$ cat src/rtl/rf_write_arbiter.sv
// rf_write_arbiter
//   Owns the single write port of the 4x16-bit register file. Two writeback
//   requesters (req0 = execute, req1 = load return) compete for the port; the
//   winner is written through a one-cycle registered output stage. A small
//   pending-write scoreboard (one saturating counter per register) lets decode
//   stall on RAW hazards via busy[].
//
//   Configuration macro: RF_ARB_ROUND_ROBIN_EN
//     undefined : fixed priority, req0 over req1 (no pointer register)
//     defined   : round-robin between the two requesters using a 1-bit
//                 last-grant pointer; req0 wins the first contention after reset
//
//   Ports
//     clk, reset                  clock, synchronous active-high reset
//     req0_valid/ready/addr/data  execute writeback request
//     req1_valid/ready/addr/data  load writeback request
//     rsv_valid/ready/addr        decode reservation of a destination register
//     rf_write/_addr/_data        register file write port (registered)
//     busy[NREG]                  register i has pending writes
//
//   Handshake: a transfer happens on a cycle where valid && ready are both
//   high. The arbiter grants at most one requester per cycle; the loser sees
//   ready=0 and must keep valid/addr/data stable until accepted. Ready depends
//   only on the valids and arbitration state, never on a requester's data.
//   rsv_ready depends on rsv_addr, since it selects the counter being checked.
module rf_write_arbiter #(
   parameter  int DATA_W = 16,
   parameter  int ADDR_W = 2,
   parameter  int CNT_W  = 2,
   localparam int NREG   = 2 ** ADDR_W
) (
   input  logic              clk,
   input  logic              reset,
   input  logic              req0_valid,
   output logic              req0_ready,
   input  logic [ADDR_W-1:0] req0_addr,
   input  logic [DATA_W-1:0] req0_data,
   input  logic              req1_valid,
   output logic              req1_ready,
   input  logic [ADDR_W-1:0] req1_addr,
   input  logic [DATA_W-1:0] req1_data,
   input  logic              rsv_valid,
   input  logic [ADDR_W-1:0] rsv_addr,
   output logic              rsv_ready,
   output logic              rf_write,
   output logic [ADDR_W-1:0] rf_write_addr,
   output logic [DATA_W-1:0] rf_write_data,
   output logic [NREG-1:0]   busy
);

   localparam logic [CNT_W-1:0] CNT_MAX = {CNT_W{1'b1}};

   logic              prio0;     // req0 wins when both requesters are valid
   logic              grant0;
   logic              grant1;
   logic              wb_fire;
   logic [ADDR_W-1:0] wb_addr;
   logic [DATA_W-1:0] wb_data;
   logic              rsv_fire;
   logic [NREG-1:0]   inc;
   logic [NREG-1:0]   dec;
   logic [CNT_W-1:0]  count     [NREG];
   logic [CNT_W-1:0]  count_nxt [NREG];

`ifdef RF_ARB_ROUND_ROBIN_EN
   // 1 = req1 was granted most recently. Resetting to 1 gives req0 the
   // first contention. Only real acceptances move the pointer.
   logic last_grant1;

   always_ff @(posedge clk) begin
      if (reset)       last_grant1 <= 1'b1;
      else if (grant0) last_grant1 <= 1'b0;
      else if (grant1) last_grant1 <= 1'b1;
   end

   assign prio0 = last_grant1;
`else
   assign prio0 = 1'b1;
`endif

   // A lone valid requester is always granted; contention is settled by prio0.
   assign grant0     = req0_valid && (!req1_valid || prio0);
   assign grant1     = req1_valid && !grant0;
   assign req0_ready = grant0;
   assign req1_ready = grant1;

   assign wb_fire = grant0 || grant1;
   assign wb_addr = grant0 ? req0_addr : req1_addr;
   assign wb_data = grant0 ? req0_data : req1_data;

   // A full counter can still take a reservation when a writeback to the same
   // register retires in this cycle: the two cancel and the count stays put.
   assign rsv_ready = (count[rsv_addr] != CNT_MAX) || (wb_fire && (wb_addr == rsv_addr));
   assign rsv_fire  = rsv_valid && rsv_ready;

   assign inc = rsv_fire ? (NREG'(1) << rsv_addr) : '0;
   assign dec = wb_fire  ? (NREG'(1) << wb_addr)  : '0;

   // Counters retire on acceptance rather than on rf_write so busy drops as
   // early as possible. A writeback to an unreserved register floors at 0.
   always_comb begin
      for (int i = 0; i < NREG; i++) begin
         count_nxt[i] = count[i];
         if (inc[i] && !dec[i]) begin
            count_nxt[i] = count[i] + CNT_W'(1);
         end else if (dec[i] && !inc[i] && (count[i] != '0)) begin
            count_nxt[i] = count[i] - CNT_W'(1);
         end
      end
   end

   always_ff @(posedge clk) begin
      for (int i = 0; i < NREG; i++) begin
         if (reset) count[i] <= '0;
         else       count[i] <= count_nxt[i];
      end
   end

   always_comb begin
      busy = '0;
      for (int i = 0; i < NREG; i++) begin
         busy[i] = (count[i] != '0);
      end
   end

   // Output stage: one cycle latency; addr/data hold when nothing is written.
   always_ff @(posedge clk) begin
      if (reset) begin
         rf_write      <= 1'b0;
         rf_write_addr <= '0;
         rf_write_data <= '0;
      end else begin
         rf_write <= wb_fire;
         if (wb_fire) begin
            rf_write_addr <= wb_addr;
            rf_write_data <= wb_data;
         end
      end
   end

endmodule

$ cat config.mk
export PLATFORM = sky130hd
export DESIGN_NAME = rf_write_arbiter
export DESIGN_NICKNAME = d
export VERILOG_FILES = /design/src/rtl/rf_write_arbiter.sv
export SDC_FILE = /design/constraint.sdc
export NUM_CORES = 1
export LEC_CHECK = 0
export ABC_AREA = 1
export ABC_CLOCK_PERIOD_IN_PS = 1850
export BUFFER_PORTS_ARGS = -buffer_cell sky130_fd_sc_hd__buf_4
export CORE_MARGIN = 2
export CORE_UTILIZATION = 46
export DETAILED_ROUTE_END_ITERATION = 6
export HOLD_SLACK_MARGIN = 0.08
export PLACE_DENSITY = 0.75
export SYNTH_ARGS = -nofsm -noshare
export SYNTH_HDL_FRONTEND = slang
export SYNTH_SLANG_ARGS = --single-unit
$ cat constraint.sdc
create_clock -name clk -period 1.85 [get_ports clk]
set_input_delay 0.37 -clock clk [delete_from_list [all_inputs] [get_ports clk]]
set_output_delay 0.37 -clock clk [all_outputs]
set_load 0.05 [all_outputs]
Word-level counts from Yosys, hierarchy flattened

Memories as Yosys holds them, arrays and structs flattened.
Index checks and enable logic that the tools add are counted.

Reduce and logical (&&, ||, !) cells: 30
$mul: 0
Magnitude comparators: 0
Equal/unequal tests: 2
Divide/modulo/power cells: 0
$add $sub $neg: 8
Shift operators: 2
Multiplexer cells: 19
Bitwise operators: 4

Operator list:

| cell                                              | count |
|---|---|
| 2-to-1 mux 2 bit                                  | 13 |
| 2-to-1 mux 16 bit                                 | 1 |
| logical AND 1 bit                                 | 15 |
| logical NOT 1 bit                                 | 9 |
| adder 2 x 1 -> 2 bit (second input constant)      | 4 |
| 2-to-1 mux 4 bit                                  | 2 |
| nonzero test 2 bit                                | 4 |
| left shift 1 x 2 -> 4 bit (first input constant)  | 2 |
| subtractor 2 x 1 -> 2 bit (second input constant) | 4 |
| bitwise OR 1 bit                                  | 4 |
| 2-to-1 mux 1 bit                                  | 3 |
| == test 2 bit                                     | 1 |
| logical OR 1 bit                                  | 2 |
| != test 2 bit (second input constant)             | 1 |

ROM bits: 0
Register bits: 19
Memory bits (writable): 8
Output and inout bits: 26
Latch bits: 0
Memories kept: 1

Memory list:

| memory | words | width | read ports | clocked after Yosys merged registers in | write ports | line | source |
|---|---|---|---|---|---|---|---|
| count  | 4     | 2     | 5          | 0                                       | 4           | 62   | `logic [CNT_W-1:0] count [NREG];` |

Logic depth before layout (Yosys ltp)

Depth after elaboration: 13
Gate-level depth with buffers: 13

Least setup slack after synthesis

Ideal clock, no wire load.

Kind: input to register
From: input port rsv_addr[0]
To: memory count[0][0]
Slack: 0.249 ns
Setup time: 0.115 ns
Buffers on the path: 1
Stages: 11
Arrival time: 1.486 ns
Cells stage by stage: buf_4 nor2_4 nand2_1 nand2_1 nor2_1 nor2_2 nand2_4 nand3_1 nand3_1 a21oi_1 nor2_1

RTL lines:

| what            | line | source |
|---|---|---|
| start, declared | 43   | `input logic [ADDR_W-1:0] rsv_addr,` |
| end, declared   | 62   |  |

==> flow_summary.json <==
{
  "finalSetupTns_ns": 0,
  "crit_path_start_kind": "flip-flop",
  "synth_compound_area_share_pct": 8.224,
  "slew_violations": 0,
  "synth.avg_cell_area_um2": 6.313,
  "grt_overflow_total": 0,
  "synth_cell_types": 21,
  "cts_buffer_depth": 2,
  "diodes": 0,
  "yosysWarnings": 0,
  "fmax_ghz": 0.5909,
  "nNetsFinal": 350,
  "slew_headroom_pct": 76.23,
  "cp_data_arrival_time_ns": 1.32,
  "worst_slew_pin_slew_ns": 0.3562,
  "ir_drop_mv": 0.3687,
  "cts_buffers": 3,
  "synthAdderAreaFrac_pct": 0,
  "rsz0062_at_grt": "false",
  "yosysTopAreaCell": "dfxtp_1",
  "synth_top_family_by_area": "simple AND/OR/NAND/NOR gates",
  "path_delay_family": "simple AND/OR/NAND/NOR gates",
  "fill_cells": 336,
  "slowest_stage": "dfxtp_1",
  "drt_first_pass_iters": 4,
  "vias": 1640,
  "required_ns": 1.48,
  "dpl.hpwl_mm": 2.819,
  "fin_util_pct": 67.02,
  "setup_viol": 0,
  "leakage_nw": 1.209,
  "clkSinkCount": 27,
  "grt_pass1_vias": 1443,
  "die_h_um": 61.51,
  "drt_iter0_drc": 127,
  "area_delta_synth_final_pct": 36.68,
  "powerDensity_nw_per_um2": 640.4,
  "grt_pass1_wl_mm": 5.982,
  "antenna_left": 0,
  "fp-row-count": 20,
  "port_buffers": 68,
  "cts_tree": "yes",
  "ff2ff_path_depth": 9,
  "clkTransAtPathRegs_ns": 0.15,
  "yosysTopAreaCellShare_pct": 35.53,
  "wl_per_cell_um": 10.21,
  "routed_wirelength_mm": 3.574,
  "htreeDepth": 1,
  "drv_cap": 0,
  "synthSimpleGateAreaFrac_pct": 43.09,
  "min_path_cells": 2,
  "clk_latency_ns": 0.32,
  "die_w_um": 61.51,
  "status": "complete, no violations",
  "seq_area_frac_synth_pct": 35.53,
  "syn_inst": 241,
  "start_util_pct": 49.03,
  "ys_ff_latch": 27,
  "fin_crit_sh_pct": 91.48,
  "fin_crit_ns": 1.692,
  "synth_mux_area_share_pct": 0,
  "worstSetupEndpointType": "primary output",
  "cpPeakStageDelay_ns": 0.38,
  "num_io_pins": 69,
  "worstPathCellList": "nand3_1, nand2_1, nor2_1, nor2_2, nand2_4, buf_6",
  "avgViaCountPerCell": 4.686,
  "synth.area.top_cells": "dfxtp_1, nand2_1, nand3_1",
  "gp_congestion": 0.8900,
  "setup_ws_ns": 0.1576,
  "path_max_fanout": 9,
  "die_area_um2": 3783,
  "crit_cells": 6,
  "critical_path_class": "reg2out",
  "synth_xor_area_share_pct": 0,
  "grt_usage_pct": 20.75,
  "fin_skew_ns": 0.007076,
  "preCtsSetupSlack_ns": 0.1296,
  "antenna_found_initial": 0,
  "final_layout_size_suffix_gt1_share_pct": 28.43,
  "core_area_um2": 3103,
  "path_buf_inv": 1,
  "drc_errors": 0,
  "grt_max_degree": 19,
  "hold_viol": 0,
  "syn_area_um2": 1521,
  "timing.hold.worst.class": "in2reg",
  "synth_nets": 284,
  "power_w": 0.001332,
  "cts-root-buf": "clkbuf_4"
}
==> path summary, 6_finish.rpt <==
| kind | startpoint | end | slack [ns] |
|---|---|---|---|
| setup / recovery | count[2][1] | rsv_ready | 0.16 |
| hold / removal | reset | rf_write | 0.19 |
| setup reg to reg | count[2][1] | count[2][0] | 0.52 |
| hold reg to reg | count[0][1] | count[0][1] | 0.49 |
==> sequential cells by signal (all words and copies together) (netlist names) <==
| register | flops |
|---|---|
| count | 8 |
| rf_write_addr | 2 |
| rf_write | 1 |
| rf_write_data | 16 |
==> Yosys cell counts <==
master / n
nand2_2: 4
nand4_4: 1
clkbuf_1: 2
buf_6: 2
a22oi_1: 12
inv_1: 35
nand3_1: 27
buf_1: 1
buf_4: 2
nand2_1: 82
or2_2: 3
nand4_1: 3
dfxtp_1: 27
o21ai_0: 1
nor2_4: 1
buf_2: 4
or2_0: 1
a21oi_1: 6
nor2_2: 1
nor2_1: 25
nand2_4: 1
==> metal layers <==
metal  vias up  GRT usage, %  share of wire, %
met1       702         26.22                46
met4         0         5.775               1.3
met2        54         33.83                45
met5         -             0                 0
li1        878             -                 -
met3         6         6.933               8.3
==> per-stage QoR <==
stage	cells	cell area [um2]	hold slack [ns]
final	350	2079	0.1949
after floorplan	241	1521	0.4424
after global routing	350	2079	0.1934
after detailed placement	346	2048	0.4695
after global placement	346	2048	0.4709
after CTS	350	2076	0.1965
==> worst reg2reg max path: stages, from the launching register on <==
cell	delay [ns]
dfxtp_1	0.38
nand3_1	0.08
nand2_1	0.08
nor2_1	0.05
nor2_2	0.12
nand2_4	0.12
nand3_1	0.11
nand3_1	0.10
a21oi_1	0.15
nor2_1	0.06
==> power breakdown <==
part	total [W]	switching, W	internal (W)
registers	0.000636	0.0000194	0.000617
logic	0.000443	0.000276	0.000167
clock network	0.000253	0.000172	0.0000810
total	0.00133	0.000467	0.000865
==> cell type report <==
class	count	area [um2]	area share [%]
Tap cell	44	55.05	2.647
Inverter	35	131.4	6.318
Sequential cell	27	540.5	25.99
Timing Repair Buffer	72	544.3	26.17
Clock inverter	1	5.005	0.2407
Multi-Input combinational cell	168	780.7	37.55
Clock buffer	3	22.52	1.083
==> cells by family (layout without fill, tap and decap cells) <==
group | count (synthesis) | in the layout
and+or+nand+nor | 149 | 149
DFF | 27 | 27
buffers and inverters | 46 | 111
AOI/OAI and AO/OA | 19 | 19
==> layout by cell type, fill, tap and decap left out, drive strengths merged <==
master | synthesis | routed
o21ai | 1 | 1
a22oi | 12 | 12
a21oi | 6 | 6
nand2 | 87 | 87
inv | 35 | 35
nand4 | 4 | 4
clkbuf | 2 | 3
dfxtp | 27 | 27
buf | 9 | 72
clkinv | 0 | 1
nand3 | 27 | 27
nor2 | 27 | 27
or2 | 4 | 4
==> timing repair <==
action	in CTS	in global routing
hold endpoints to repair	0	0
hold buffers	0	0
setup buffers	0	0
resized for setup	0	1
setup endpoints to repair	0	1
Power figures use the tool's default switching activity.
